===== config.mk =====
export PLATFORM = sky130hd
export DESIGN_NAME = mc_controller
export DESIGN_NICKNAME = d
export VERILOG_FILES = /design/src/rtl/cpu_pkg.sv /design/src/rtl/alu_decoder.sv /design/src/rtl/mc_controller.sv
export SDC_FILE = /design/constraint.sdc
export NUM_CORES = 1
export LEC_CHECK = 0
export CORE_MARGIN = 1.5
export CORE_UTILIZATION = 34
export DETAILED_ROUTE_END_ITERATION = 10
export GPL_ROUTABILITY_DRIVEN = 0
export GPL_TIMING_DRIVEN = 0
export PLACE_DENSITY = 0.71
export SYNTH_ARGS = -nofsm -noshare
export SYNTH_HDL_FRONTEND = slang
export SYNTH_HIERARCHICAL = 1
export SYNTH_SLANG_ARGS = --single-unit

===== constraint.sdc =====
create_clock -name clk -period 5.5 [get_ports clk]
set_clock_uncertainty 0.2 [all_clocks]
set_input_delay 1.1 -clock clk [delete_from_list [all_inputs] [get_ports clk]]
set_output_delay 1.1 -clock clk [all_outputs]
set_load 0.005 [all_outputs]

===== src/rtl/cpu_pkg.sv =====
// Shared encodings for the multicycle RV32I subset: FSM states, ALU op classes,
// opcodes and every datapath mux/control constant.
package cpu_pkg;

    typedef enum logic [3:0] {
        S_FETCH,
        S_DECODE,
        S_MEMADR,
        S_MEMREAD,
        S_MEMWB,
        S_MEMWRITE,
        S_EXECUTER,
        S_EXECUTEI,
        S_ALUWB,
        S_JAL,
        S_BEQ
    } state_t;

    typedef enum logic [1:0] {
        ALUOP_ADD,
        ALUOP_SUB,
        ALUOP_FUNCT
    } aluop_t;

    localparam logic [6:0] OP_LW    = 7'b0000011;
    localparam logic [6:0] OP_SW    = 7'b0100011;
    localparam logic [6:0] OP_RTYPE = 7'b0110011;
    localparam logic [6:0] OP_ITYPE = 7'b0010011;
    localparam logic [6:0] OP_BEQ   = 7'b1100011;
    localparam logic [6:0] OP_JAL   = 7'b1101111;

    localparam logic [2:0] ALU_ADD = 3'b000;
    localparam logic [2:0] ALU_SUB = 3'b001;
    localparam logic [2:0] ALU_AND = 3'b010;
    localparam logic [2:0] ALU_OR  = 3'b011;
    localparam logic [2:0] ALU_SLT = 3'b101;

    localparam logic [1:0] IMM_I = 2'b00;
    localparam logic [1:0] IMM_S = 2'b01;
    localparam logic [1:0] IMM_B = 2'b10;
    localparam logic [1:0] IMM_J = 2'b11;

    localparam logic [1:0] RES_ALUOUT    = 2'b00;
    localparam logic [1:0] RES_DATA      = 2'b01;
    localparam logic [1:0] RES_ALURESULT = 2'b10;

    localparam logic [1:0] SRCA_PC    = 2'b00;
    localparam logic [1:0] SRCA_OLDPC = 2'b01;
    localparam logic [1:0] SRCA_RD1   = 2'b10;

    localparam logic [1:0] SRCB_RD2 = 2'b00;
    localparam logic [1:0] SRCB_IMM = 2'b01;
    localparam logic [1:0] SRCB_4   = 2'b10;

endpackage


===== src/rtl/alu_decoder.sv =====
// Maps the FSM's ALU op class plus instruction fields onto an ALUControl code.
module alu_decoder
    import cpu_pkg::*;
(
    input  aluop_t     aluop_i,
    input  logic [2:0] funct3_i,
    input  logic       op5_i,
    input  logic       funct7b5_i,
    output logic [2:0] alu_control_o
);

    always_comb begin
        alu_control_o = ALU_ADD;
        case (aluop_i)
            ALUOP_ADD: alu_control_o = ALU_ADD;
            ALUOP_SUB: alu_control_o = ALU_SUB;
            ALUOP_FUNCT: begin
                case (funct3_i)
                    // funct7b5 only selects sub for register ops; addi ignores it
                    3'b000:  alu_control_o = (op5_i & funct7b5_i) ? ALU_SUB : ALU_ADD;
                    3'b010:  alu_control_o = ALU_SLT;
                    3'b110:  alu_control_o = ALU_OR;
                    3'b111:  alu_control_o = ALU_AND;
                    default: alu_control_o = ALU_ADD;
                endcase
            end
            default: alu_control_o = ALU_ADD;
        endcase
    end

endmodule


===== src/rtl/mc_controller.sv =====
// Moore main FSM for the multicycle core; drives every enable and mux select
// of the shared datapath, with ALUControl and ImmSrc decoded from the instruction.
module mc_controller
    import cpu_pkg::*;
(
    input  logic       clk,
    input  logic       rst,
    input  logic [6:0] op,
    input  logic [2:0] funct3,
    input  logic       funct7b5,
    input  logic       Zero,
    output logic       PCWrite,
    output logic       AdrSrc,
    output logic       MemWrite,
    output logic       IRWrite,
    output logic [1:0] ResultSrc,
    output logic [1:0] ALUSrcA,
    output logic [1:0] ALUSrcB,
    output logic [2:0] ALUControl,
    output logic [1:0] ImmSrc,
    output logic       RegWrite,
    output logic       Illegal
);

    state_t state_q, state_d;
    aluop_t aluop;
    logic   pc_update, branch, mem_write, ir_write, reg_write, illegal;

    always_ff @(posedge clk) begin
        if (rst) state_q <= S_FETCH;
        else     state_q <= state_d;
    end

    always_comb begin
        state_d   = S_FETCH;
        aluop     = ALUOP_ADD;
        pc_update = 1'b0;
        branch    = 1'b0;
        mem_write = 1'b0;
        ir_write  = 1'b0;
        reg_write = 1'b0;
        illegal   = 1'b0;
        AdrSrc    = 1'b0;
        ResultSrc = RES_ALUOUT;
        ALUSrcA   = SRCA_PC;
        ALUSrcB   = SRCB_RD2;
        case (state_q)
            S_FETCH: begin
                ir_write  = 1'b1;
                ALUSrcB   = SRCB_4;
                ResultSrc = RES_ALURESULT;
                pc_update = 1'b1;
                state_d   = S_DECODE;
            end
            S_DECODE: begin
                ALUSrcA = SRCA_OLDPC;
                ALUSrcB = SRCB_IMM;
                case (op)
                    OP_LW, OP_SW: state_d = S_MEMADR;
                    OP_RTYPE:     state_d = S_EXECUTER;
                    OP_ITYPE:     state_d = S_EXECUTEI;
                    OP_BEQ:       state_d = S_BEQ;
                    OP_JAL:       state_d = S_JAL;
                    default: begin
                        illegal = 1'b1;
                        state_d = S_FETCH;
                    end
                endcase
            end
            S_MEMADR: begin
                ALUSrcA = SRCA_RD1;
                ALUSrcB = SRCB_IMM;
                state_d = (op == OP_LW) ? S_MEMREAD : S_MEMWRITE;
            end
            S_MEMREAD: begin
                AdrSrc  = 1'b1;
                state_d = S_MEMWB;
            end
            S_MEMWB: begin
                ResultSrc = RES_DATA;
                reg_write = 1'b1;
            end
            S_MEMWRITE: begin
                AdrSrc    = 1'b1;
                mem_write = 1'b1;
            end
            S_EXECUTER: begin
                ALUSrcA = SRCA_RD1;
                aluop   = ALUOP_FUNCT;
                state_d = S_ALUWB;
            end
            S_EXECUTEI: begin
                ALUSrcA = SRCA_RD1;
                ALUSrcB = SRCB_IMM;
                aluop   = ALUOP_FUNCT;
                state_d = S_ALUWB;
            end
            S_ALUWB: reg_write = 1'b1;
            S_JAL: begin
                ALUSrcA   = SRCA_OLDPC;
                ALUSrcB   = SRCB_4;
                pc_update = 1'b1;
                state_d   = S_ALUWB;
            end
            S_BEQ: begin
                ALUSrcA = SRCA_RD1;
                aluop   = ALUOP_SUB;
                branch  = 1'b1;
            end
            default: state_d = S_FETCH;
        endcase
    end

    // Reset masks every architectural write so an interrupted instruction is harmless
    assign PCWrite  = (pc_update | (branch & Zero)) & ~rst;
    assign IRWrite  = ir_write  & ~rst;
    assign RegWrite = reg_write & ~rst;
    assign MemWrite = mem_write & ~rst;
    assign Illegal  = illegal   & ~rst;

    always_comb begin
        case (op)
            OP_SW:   ImmSrc = IMM_S;
            OP_BEQ:  ImmSrc = IMM_B;
            OP_JAL:  ImmSrc = IMM_J;
            default: ImmSrc = IMM_I;
        endcase
    end

    alu_decoder u_alu_decoder (
        .aluop_i      (aluop),
        .funct3_i     (funct3),
        .op5_i        (op[5]),
        .funct7b5_i   (funct7b5),
        .alu_control_o(ALUControl)
    );

endmodule


==> impl_metrics.yaml <==
worst_setup_path:
  path_delay_family: "buffers and inverters"
  rr_endpoint: "state_q[3]"
  r2r_cells: 4
  critPathRequiredTime_ns: 4.20
  cpMaxStageDelayCell: "clkdlybuf4s50_1"
  critPathMaxStageDelay_ns: 0.52
  worstPathCellList: "clkdlybuf4s50_1 -> and3_2 -> o21ai_0 -> and3b_1 -> clkdlybuf4s50_1"
  cp-start-kind: "input pin"
  path_depth: 5
  critPathMostFrequentCell: "clkdlybuf4s50_1"
  r2r_slack_ns: 4.15
  crit_buf_inv: 2
  critPathKind: "input pin to output pin"
  cp-end-kind: "output pin"
  worst-path-max-fanout: 6
  arrival_ns: 2.74
  timing.rr.start: "state_q[2]"
run:
  cap_violations: 0
clock_tree:
  post-cts-setup-buffers: 0
  clock-root-buffer: "clkbuf_4"
  clock_sinks: 4
  clkTransAtPathRegs_ns: 0.04
  htree_levels: 1
  cts_tree: "done"
  cts_resized: 0
  cts.path.max_buffers: 2
  cts_hold_buf: 0
  clk_latency_ns: 0.23
  cts_buffers: 3
floorplan:
  die_h_um: 44.1
  dieArea_um2: 1940
  rows: 14
  dieWidth_um: 44.1
  start_util_pct: 37.2
  ioPinCount: 31
  core-area_um2: 1540
pwr:
  p_leak_nw: 0.362
  finalPower_w: 0.000104
  power.density_nw_per_um2: 113
  p_sw_share_pct: 26.0
  max-vdd-ir-drop_v: 0.000102
  p_comb_share_pct: 36.4
  clkPwrFrac_pct: 34.1
  power_frac_seq_pct: 29.5
  switchingPower_w: 0.0000270
  p_int_w: 0.0000767
timing:
  layout_min_cycle_time_ns: 4.04
  post-route-period-util_pct: 73.5
  setup_viol: 0
  rsz0062_at_grt: "false"
  relSlewSlack_pct: 82.9
  report.final.slew_viol_count: 0
  max_freq_ghz: 0.247
  tightest_slew_ns: 0.253
  hold_viol_final: 0
  totalNegativeSetupSlack_ns: 0
synthesis:
  ys_ff_latch: 4
  synth_ff_type: "dfxtp_1"
  ys_seq_area_share_pct: 14.0
  async_reset_ff_share_pct: 0
  syn-cell-area_um2: 573
  synth_cells: 77
  syn_avg_cell_area_um2: 7.44
  synth-edff-count: 0
  ys_types: 38
  ys_warn_count: 6
  syn_nets: 93
finish:
  fillers: 151
  drive_gt1_share_pct: 12.7
  fin_area_um2: 916
  diodes: 0
  nets: 128
  top_register: "state_q"
  largest_register_ffs: 4
  largest_registers: "state_q (4)"
  syn2layout_area_growth_pct: 59.8
drt:
  drtPass1Iterations: 4
  wl_per_cell_um: 13.4
  num_vias: 680
  drtIter0Drc: 13
  wirelength_um: 1690
  drc_errors: 0
  via_per_inst: 5.40
  ant_nets: 0
global_routing:
  grt_pass1_vias: 664
  track_usage_pct: 19.1
  antenna_found_initial: 0
  grt_remaining_overflow: 0
  grt_max_degree: 11
  grt_pass1_wl_um: 2780
place:
  port_buffers: 30
  place_area_um2: 893
  hpwl_um: 1370
outcome:
  status: "finished clean"
min_path:
  worstHoldStart: "state_q[2]"
  hp-class: "register to register"
  min_to: "state_q[1]"
  holdPathStages: 3
-- through the flow --
step	hold slack, ns	utilization, %	worst slack (ns)	cells
finish	0.402	59.4	1.46	126
global route	0.451	59.4	1.40	126
detailed placement	0.399	58.0	1.51	123
floorplan	0.338	-	2.53	77
CTS	0.412	59.4	1.50	126
global placement	0.377	58.0	1.49	123
-- worst max-delay path by stage --
stage | startpoint | end | slack, ns
global route | op[3] | ImmSrc[0] | 1.40
global placement | rst | Illegal | 1.49
detailed placement | op[3] | ImmSrc[0] | 1.51
floorplan | op[3] | Illegal | 2.53
finish | op[6] | Illegal | 1.46
CTS | rst | Illegal | 1.50
-- layer usage --
layer / track usage (%) / share of wire (%)
met1: 22.4 / 41
met2: 35.9 / 54
met3: 0.816 / 5.0
met4: 7.27 / 0
met5: 0 / 0
-- cells by family after synthesis --
| logic type | share of synthesized area [%] |
|---|---|
| XOR/XNOR | 4.59 |
| AO/OA/AOI/OAI | 21.4 |
| flip-flops | 14.0 |
| AND/OR/NAND/NOR | 47.4 |
| buffers and inverters | 8.30 |
| adder cells (fa/ha/maj) | 4.37 |
-- cell usage after synthesis (3+ instances only) --
cell	number	area share (%)
nor2_1	9	5.9
inv_1	6	3.9
nor3_1	5	4.4
a21oi_1	4	3.5
dfxtp_1	4	14
nand2_1	4	2.6
and2b_1	3	3.9
nand2b_1	3	3.3
-- power by group through the flow --
stage	sequential [W]	combinational [W]	clock, W
after floorplan	0.0000308	0.0000148	0
after global placement	0.0000310	0.0000371	0
after detailed placement	0.0000310	0.0000376	0
after CTS	0.0000306	0.0000378	0.0000381
after global routing	0.0000307	0.0000410	0.0000383
final	0.0000306	0.0000377	0.0000354
-- cell type report --
class | count | area, µm² | area share [%]
Clock buffer | 3 | 22.5 | 2.46
Tap cell | 16 | 20.0 | 2.19
Buffer | 4 | 25.0 | 2.73
Sequential cell | 4 | 80.1 | 8.74
Inverter | 6 | 22.5 | 2.46
Timing Repair Buffer | 30 | 300 | 32.8
Multi-Input combinational cell | 63 | 445 | 48.6
-- worst min-delay path: stages (launching register included) --
cell	delay, ns
dfxtp_1	0.38
nor3_4	0.07
nand2_1	0.06
a21oi_1	0.04
-- cells in the final DEF (no fill, tap or decap), types with 2 or more instances in the layout --
cell type	count
dfxtp_1	4
clkdlybuf4s50_1	30
a21oi_1	4
buf_4	2
nand2b_1	3
o22ai_1	2
o21ai_0	2
inv_1	6
nor2_1	9
nor3b_1	2
nand3_1	2
buf_2	2
and2b_1	3
and2_1	2
xnor2_1	2
nand2_1	4
nor3_1	5
clkbuf_4	3
ha_1	2
Power figures use the tool's default switching activity.
